[src/rtl/vram_arbiter.sv]
// Framebuffer RAM arbiter: the VGA scanout read path always wins,
// and the game-logic writer takes the leftover cycles. HS/VS are delayed to match the pixel pipeline.
module vram_arbiter #(
    parameter int COLOR_W     = 8,
    parameter int SCALE_SHIFT = 2,
    parameter int ADDR_W      = 15
) (
    input  logic               CLK,
    input  logic               RESET,
    input  logic               pix_tick,
    input  logic               ativo,
    input  logic [10:0]        sx,
    input  logic [10:0]        sy,
    input  logic               hs_in,
    input  logic               vs_in,
    input  logic               wr_req,
    input  logic [10:0]        wr_x,
    input  logic [10:0]        wr_y,
    input  logic [COLOR_W-1:0] wr_data,
    output logic               wr_ack,
    output logic               wr_err,
    output logic [ADDR_W-1:0]  mem_addr,
    output logic               mem_we,
    output logic [COLOR_W-1:0] mem_wdata,
    input  logic [COLOR_W-1:0] mem_rdata,
    output logic [COLOR_W-1:0] pix_color,
    output logic               pix_valid,
    output logic               hs_out,
    output logic               vs_out
);

    localparam logic [10:0] FB_W = 11'(640 >> SCALE_SHIFT);
    localparam logic [10:0] FB_H = 11'(480 >> SCALE_SHIFT);

    localparam logic [1:0] IDLE = 2'd0;
    localparam logic [1:0] RD   = 2'd1;
    localparam logic [1:0] WR   = 2'd2;

    logic [1:0]        state;
    logic              take_rd;
    logic              take_wr;
    logic              in_range;
    logic [ADDR_W-1:0] rd_addr;
    logic [ADDR_W-1:0] wr_addr;
    logic              p1_tick;
    logic              p1_act;
    logic              p2_tick;
    logic              p2_act;
    logic [2:0]        hs_sr;
    logic [2:0]        vs_sr;

    // Address math is done at ADDR_W width; modular arithmetic makes this
    // identical to a full-width product truncated afterwards.
    always_comb begin
        take_rd  = pix_tick & ativo;
        take_wr  = ~take_rd & wr_req & (state != WR);
        in_range = (wr_x < FB_W) && (wr_y < FB_H);
        rd_addr  = ADDR_W'(sy >> SCALE_SHIFT) * ADDR_W'(FB_W) + ADDR_W'(sx >> SCALE_SHIFT);
        wr_addr  = ADDR_W'(wr_y) * ADDR_W'(FB_W) + ADDR_W'(wr_x);
    end

    // Being in WR is exactly the one-cycle ack; it also blocks re-serving the same request.
    assign wr_ack = (state == WR);

    always_ff @(posedge CLK) begin
        if (RESET) begin
            state     <= IDLE;
            mem_addr  <= '0;
            mem_we    <= 1'b0;
            mem_wdata <= '0;
            wr_err    <= 1'b0;
        end else if (take_rd) begin
            state    <= RD;
            mem_addr <= rd_addr;
            mem_we   <= 1'b0;
            wr_err   <= 1'b0;
        end else if (take_wr) begin
            state    <= WR;
            mem_addr <= wr_addr;
            mem_we   <= in_range;
            wr_err   <= ~in_range;
            if (in_range) begin
                mem_wdata <= wr_data;
            end
        end else begin
            state  <= IDLE;
            mem_we <= 1'b0;
            wr_err <= 1'b0;
        end
    end

    // Tick -> address -> RAM data -> pixel; blanking ticks still flow through to force black.
    always_ff @(posedge CLK) begin
        if (RESET) begin
            p1_tick   <= 1'b0;
            p1_act    <= 1'b0;
            p2_tick   <= 1'b0;
            p2_act    <= 1'b0;
            pix_color <= '0;
            pix_valid <= 1'b0;
            hs_sr     <= 3'b111;
            vs_sr     <= 3'b111;
        end else begin
            p1_tick <= pix_tick;
            p1_act  <= pix_tick & ativo;
            p2_tick <= p1_tick;
            p2_act  <= p1_act;
            if (p2_tick) begin
                pix_color <= p2_act ? mem_rdata : '0;
                pix_valid <= p2_act;
            end
            hs_sr <= {hs_sr[1:0], hs_in};
            vs_sr <= {vs_sr[1:0], vs_in};
        end
    end

    assign hs_out = hs_sr[2];
    assign vs_out = vs_sr[2];

endmodule
[config.mk]
export PLATFORM = sky130hd
export DESIGN_NAME = vram_arbiter
export DESIGN_NICKNAME = d
export VERILOG_FILES = /design/src/rtl/vram_arbiter.sv
export SDC_FILE = /design/constraint.sdc
export NUM_CORES = 1
export LEC_CHECK = 0
export CORE_ASPECT_RATIO = 1.75
export CORE_MARGIN = 2
export CORE_UTILIZATION = 41
export DETAILED_ROUTE_END_ITERATION = 6
export PLACE_DENSITY = 0.75
export SYNTH_ARGS = -nofsm -noshare
export SYNTH_HDL_FRONTEND = slang
export SYNTH_SLANG_ARGS = --single-unit
[constraint.sdc]
create_clock -name CLK -period 3.3 [get_ports CLK]
set_input_delay 0.825 -clock CLK [delete_from_list [all_inputs] [get_ports CLK]]
set_output_delay 0.825 -clock CLK [all_outputs]
set_load 0.02 [all_outputs]
==> results of run 1 <==
## cell usage in the layout (no fill, tap or decap), types with 4 or more instances in the layout
cell type and count:
a22oi_1 8, clkdlybuf4s50_1 94, o21ai_0 10, and2_1 6
xor2_1 9, o21ai_1 4, dfxtp_1 45, nand3_1 5
ha_1 32, nand2_1 22, buf_4 34, clkbuf_16 5
nor2_1 46, nor2b_1 6, mux2i_1 9, a211oi_2 4
a21oi_1 20, inv_1 12, xnor2_1 7, a311oi_1 6
nand2b_1 5, nor3_1 4, or2_2 6, o21a_1 4
## layout make-up
cell class | instances | area (sq um)
Multi-Input combinational cell | 262 | 2000
Sequential cell | 45 | 901
Tap cell | 84 | 105
Fill cell | 601 | 2410
Inverter | 13 | 48.8
Clock inverter | 3 | 68.8
Timing Repair Buffer | 133 | 1250
Clock buffer | 5 | 125
## what timing repair did
item | in CTS | in global routing
buffers inserted | 1 | 1
pin swaps | 6 | 3
gates resized for setup | 9 | 4
endpoints found under the setup margin | 3 | 4
## power by group
group          switching [mW]  internal [mW]  leakage, nW  total (mW)
clock                   0.210          0.436       0.0944       0.647
sequential             0.0142          0.573        0.368       0.587
combinational           0.331          0.362         1.37       0.694
total                   0.556           1.37         1.83        1.93
## per-layer routing
layer | vias to the layer above | GRT usage [%] | wire (um)
li1 | 1437 | - | -
met1 | 1356 | 18.9 | 2750
met2 | 83 | 42.3 | 4590
met3 | 17 | 2.91 | 373
met4 | 0 | 10.3 | 279
met5 | - | 0 | 0
## state kept, by name (all words and copies together) (netlist names), 2 cells and up
signal / count
state: 2
pix_color: 8
vs_sr: 3
mem_addr: 15
mem_wdata: 8
hs_sr: 3
## path summary, 6_finish.rpt
check	startpoint	end	slack, ns
hold reg to reg	hs_sr[0]$_SDFF_PP1_	hs_sr[1]$_SDFF_PP1_	0.41
hold / removal	hs_sr[0]$_SDFF_PP1_	hs_sr[1]$_SDFF_PP1_	0.41
setup / recovery	wr_y[5]	mem_addr[14]$_SDFFE_PP0P_	0.13
setup reg to reg	state[0]$_SDFF_PP0_	mem_wdata[0]$_SDFFE_PP0P_	1.53
## metrics by stage
step | total power, mW | TNS, ns | hold slack, ns | instances | utilization [%]
global placement | 1.25 | -1.60 | 0.394 | 535 | 61.3
CTS | 1.93 | 0 | 0.414 | 544 | 64.6
detailed placement | 1.27 | -1.80 | 0.395 | 535 | 61.3
global route | 2.02 | 0 | 0.433 | 545 | 65.1
finish | 1.93 | 0 | 0.412 | 545 | 65.1
floorplan | 0.987 | 0 | 0.389 | 332 | -
## logic make-up after synthesis
group	count (synthesis)	synth area share, %
fa+ha+maj	40	18.0
compound gates	77	18.3
flops	45	30.6
xor+xnor	19	6.17
simple gates	117	20.6
mux	9	3.06
buf+inv	25	3.23
==> metrics.csv, run 1 <==
metric,value,unit
slew_viol_final,0,
core,0.00691,sq mm
status,completed,
clock_path_buffers,2,
power_leakage,1.83,nW
yosys.area.top_type,dfxtp_1,
routed_via_density,5.31,
crit_arrival,3.35,ns
path_class,input port to register,
clk_pin_slew,0.06,ns
final-setup-viol-count,0,
design_area,0.00450,sq mm
setup_slack,0.125,ns
gr-usage-all-layers,20.9,%
port_buffers,99,
pre_cts_ws,-0.506,ns
ys.flop_type,dfxtp_1,
drtPass1Iterations,4,
seq_area_frac_synth,30.6,%
cts_tree,yes,
critPathBufInv,2,
slew_headroom,64.2,%
crit_path_end_kind,register,
critical-path-top-delay-family,adder cells,
synthesis.nets,439,
wl,8000,um
finClkSkew,0.00438,ns
max_freq,315,MHz
power_density,429,mW/mm^2
numCtsBuffers,5,
cp_slowest_cell,clkdlybuf4s50_1,
row_count,40,
antenna_found_initial,0,
drtIter0Drc,72,
required,3.48,ns
synth_area_per_cell,8.86,sq um
finalHoldViolations,0,
min_period,3.17,ns
vias,2893,
maxCapViolCount,0,
n_antenna_cell,0,
dieWidth,68.0,um
hpwl,6490,um
grt_start_max_net_pins,21,
cp_num_cells,11,
clockRootBuffer,clkbuf_16,
yosysWarnings,0,
hp-class,register to register,
gr-total-overflow,0,
critPathLaunchType,input port,
synth_top_area_share,30.6,%
synth_seq_cells,45,
synthDistinctLibCells,53,
synth_edf_count,0,
critPathMaxStageDelay,0.50,ns
r2r_cells,6,
io_pins,104,
critPathMaxFanout,2,
synthToLayoutAreaGrowth,52.9,%
grt_pass1_wl,12700,um
cts.htree.levels,2,
synthesis.instances,332,
die_y,116,um
clock_latency,0.29,ns
cts.sinks,45,
hold_depth,1,
grt_pass1_vias,2965,
post_drt_wl_per_cell,14.7,um
crit_top_cell,ha_1,
synthTopCellsByArea,"dfxtp_1, ha_1, nor2_1",
vdd_drop_max,0.000212,V
route.detailed.drc,0,
ant_nets,0,
start_util,42.6,%
dieArea,0.00789,sq mm
ctsHoldBuffers,0,
yosysMostFrequentCell,nor2_1,
drive_gt1_share,14.8,%
rsz0062_at_grt,no,
dpl_cell_area,0.00423,sq mm
fin_nets,567,
finalWeightedCongestion,0.777,
synthArstFlopShare,0,%
synth_area,0.00294,sq mm
cp_cell_sequence,"clkdlybuf4s50_1, ha_1, ha_1, xor2_1, ha_1, o21a_1, a21oi_1, buf_4, nor4_4, xnor2_1, o221a_1",
worstMarginPinSlew,0.536,ns
period_share,96.2,%
synth_commonest_cells,"nor2_1, dfxtp_1, ha_1, nand2_1, a21oi_1",
No activity file was read; power rests on OpenSTA's default activity.
==> run 2, diff against run 1 <==
--- a/config.mk
+++ b/config.mk
@@ -9,7 +9,9 @@
 export CORE_MARGIN = 2
 export CORE_UTILIZATION = 41
 export DETAILED_ROUTE_END_ITERATION = 6
+export GPL_TIMING_DRIVEN = 1
 export PLACE_DENSITY = 0.75
+export SETUP_SLACK_MARGIN = 0.02
 export SYNTH_ARGS = -nofsm -noshare
 export SYNTH_HDL_FRONTEND = slang
 export SYNTH_SLANG_ARGS = --single-unit
==> constraint.sdc (replaced) <==
create_clock -name CLK -period 3.3 [get_ports CLK]
set_input_delay 0.825 -clock CLK [delete_from_list [all_inputs] [get_ports CLK]]
set_output_delay 0.825 -clock CLK [all_outputs]
set_load 0.05 [all_outputs]
==> metrics.csv, run 2 (synthesis gave the netlist of run 1 again) <==
metric,value,unit,change
clk_pin_slew,0.06,ns,about the same
finalHoldViolations,0,,unchanged
p_switching,0.616,mW,+11%
slew_viol_final,0,,unchanged
layout_common_cells,"clkdlybuf4s50_1, nor2_1, dfxtp_1, buf_4, ha_1",,
cts_tree,yes,,
clock_path_buffers,2,,unchanged
switching_share,31.0,%,+2.1 points
power_leakage,1.83,nW,-0.39%
io_pins,104,,unchanged
gr-usage-all-layers,20.9,%,unchanged
critPathBufInv,2,,unchanged
grt_pass1_vias,2965,,unchanged
finClkSkew,0.00424,ns,-0.000138 ns
dieArea,0.00789,sq mm,unchanged
hpwl,6490,um,unchanged
critPathMaxFanout,2,,unchanged
n_antenna_cell,0,,unchanged
required,3.48,ns,about the same
final_common_cell,clkdlybuf4s50_1,,
cp_cell_sequence,"clkdlybuf4s50_1, ha_1, ha_1, xor2_1, ha_1, o21a_1, a21oi_1, buf_4, nor4_4, xnor2_1, o221a_1",,
grt_pass1_wl,12700,um,unchanged
wl,8020,um,+0.24%
critical-path-top-delay-family,adder cells,,
crit_arrival,3.35,ns,about the same
cp_slowest_cell,clkdlybuf4s50_1,,
clockRootBuffer,clkbuf_16,,
die_y,116,um,unchanged
path_class,input port to register,,
final_util,65.2,%,+0.072 points
fin_setup_tns,0,ns,unchanged
comb_power_share,37.9,%,+1.9 points
core,0.00691,sq mm,unchanged
numCtsBuffers,5,,unchanged
finalWeightedCongestion,0.777,,unchanged
critPathLaunchType,input port,,
start_util,42.6,%,unchanged
dieWidth,68.0,um,unchanged
hp-class,register to register,,
route.detailed.drc,0,,unchanged
rsz0062_at_grt,yes,,
largest_register_ffs,15,,unchanged
drtIter0Drc,76,,+5.6%
dp_cells,535,,unchanged
num-fill-cells,600,,-0.17%
routed_via_density,5.30,,-0.10%
pwr-share-clk,32.5,%,-1.0 points
cts.htree.levels,2,,unchanged
grt_start_max_net_pins,21,,unchanged
critPathMaxStageDelay,0.50,ns,about the same
slew_headroom,64.1,%,about the same
port_buffers,99,,unchanged
maxCapViolCount,0,,unchanged
largest-register,mem_addr,,
p_int,1.37,mW,about the same
status,completed,,
fin_nets,567,,unchanged
cts.sinks,45,,unchanged
crit_top_cell,ha_1,,
min_period,3.17,ns,-0.000529 ns
worstMarginPinSlew,0.537,ns,+0.000684 ns
synthToLayoutAreaGrowth,53.0,%,
max_freq,315,MHz,about the same
crit_path_end_kind,register,,
power_frac_seq,29.5,%,-0.9 points
final-setup-viol-count,0,,unchanged
drive_gt1_share,14.8,%,unchanged
gr-total-overflow,0,,unchanged
layoutNonFillerInstCount,545,,unchanged
post_drt_wl_per_cell,14.7,um,+0.24%
reg.largest.list,"mem_addr x15, mem_wdata x8, pix_color x8",,
drtPass1Iterations,4,,unchanged
vias,2890,,-0.10%
row_count,40,,unchanged
ant_nets,0,,unchanged
clock_latency,0.29,ns,about the same
antenna_found_initial,0,,unchanged
vdd_drop_max,0.000214,V,+0.84%
power_density,441,mW/mm^2,+3.0%
period_share,96.2,%,about the same
[run 2: changes by cell type in the layout (fill, tap and decap cells not counted), sizes merged]
cell,before,now
dlygate4sd2,3,4
dlymetal6s2s,2,1
[run 2: per-stage QoR]
step / hold slack [ns] / power, mW / area [sq um] / worst slack [ns]
floorplan: 0.389 / 1.04 / 2940 / 0.172
global placement: 0.394 / 1.31 / 4230 / -0.454
detailed placement: 0.395 / 1.32 / 4230 / -0.506
CTS: 0.414 / 1.98 / 4460 / 0.0991
global route: 0.433 / 2.08 / 4500 / -0.0180
finish: 0.412 / 1.99 / 4500 / 0.126
[run 2: area by class of cell]
class,count,area [sq um],share of cell area [%]
tap,84,105,2.33
clock buffer,5,125,2.78
clock inverter,3,68.8,1.53
inverter,13,48.8,1.08
sequential,45,901,20.0
multi-input combinational,262,2010,44.6
timing repair buffer,133,1240,27.6
[run 2: power groups by stage]
stage | registers (mW) | logic, mW | clock network [mW]
6_report | 0.587 | 0.754 | 0.647
5_1_grt | 0.590 | 0.820 | 0.676
4_1_cts | 0.587 | 0.743 | 0.652
3_5_place_dp | 0.599 | 0.726 | 0
3_3_place_gp | 0.597 | 0.711 | 0
2_1_floorplan | 0.680 | 0.362 | 0
[run 2: timing repair]
| action | in CTS | in global routing |
|---|---|---|
| setup endpoints to repair | 3 | 3 |
| setup buffers | 1 | 1 |
| gates resized for setup | 10 | 4 |
| hold buffers | 0 | 0 |
| pin swaps | 6 | 3 |
[run 2: worst register-to-register path: stages (launching register included)]
cell and delay, ns:
dfxtp_1 0.32, nand2b_1 0.13, and2_1 0.38, nand2_1 0.23, nor2_4 0.31, mux2i_1 0.23
nor2_1 0.06
[run 2: per-layer routing]
layer	routed length (um)	global-route usage, %
met4	279	10.3
met5	0	0
met3	365	2.91
met2	4610	42.3
met1	2760	18.9
[run 2: path summary, 6_finish.rpt]
check,from,endpoint,slack (ns),cells past startpoint
worst max-delay path,wr_y[5],mem_addr[14]$_SDFFE_PP0P_,0.13,11
worst min-delay path,hs_sr[0]$_SDFF_PP1_,hs_sr[1]$_SDFF_PP1_,0.41,1
worst max register to register,state[0]$_SDFF_PP0_,mem_wdata[0]$_SDFFE_PP0P_,1.54,6
worst min register to register,hs_sr[0]$_SDFF_PP1_,hs_sr[1]$_SDFF_PP1_,0.41,1
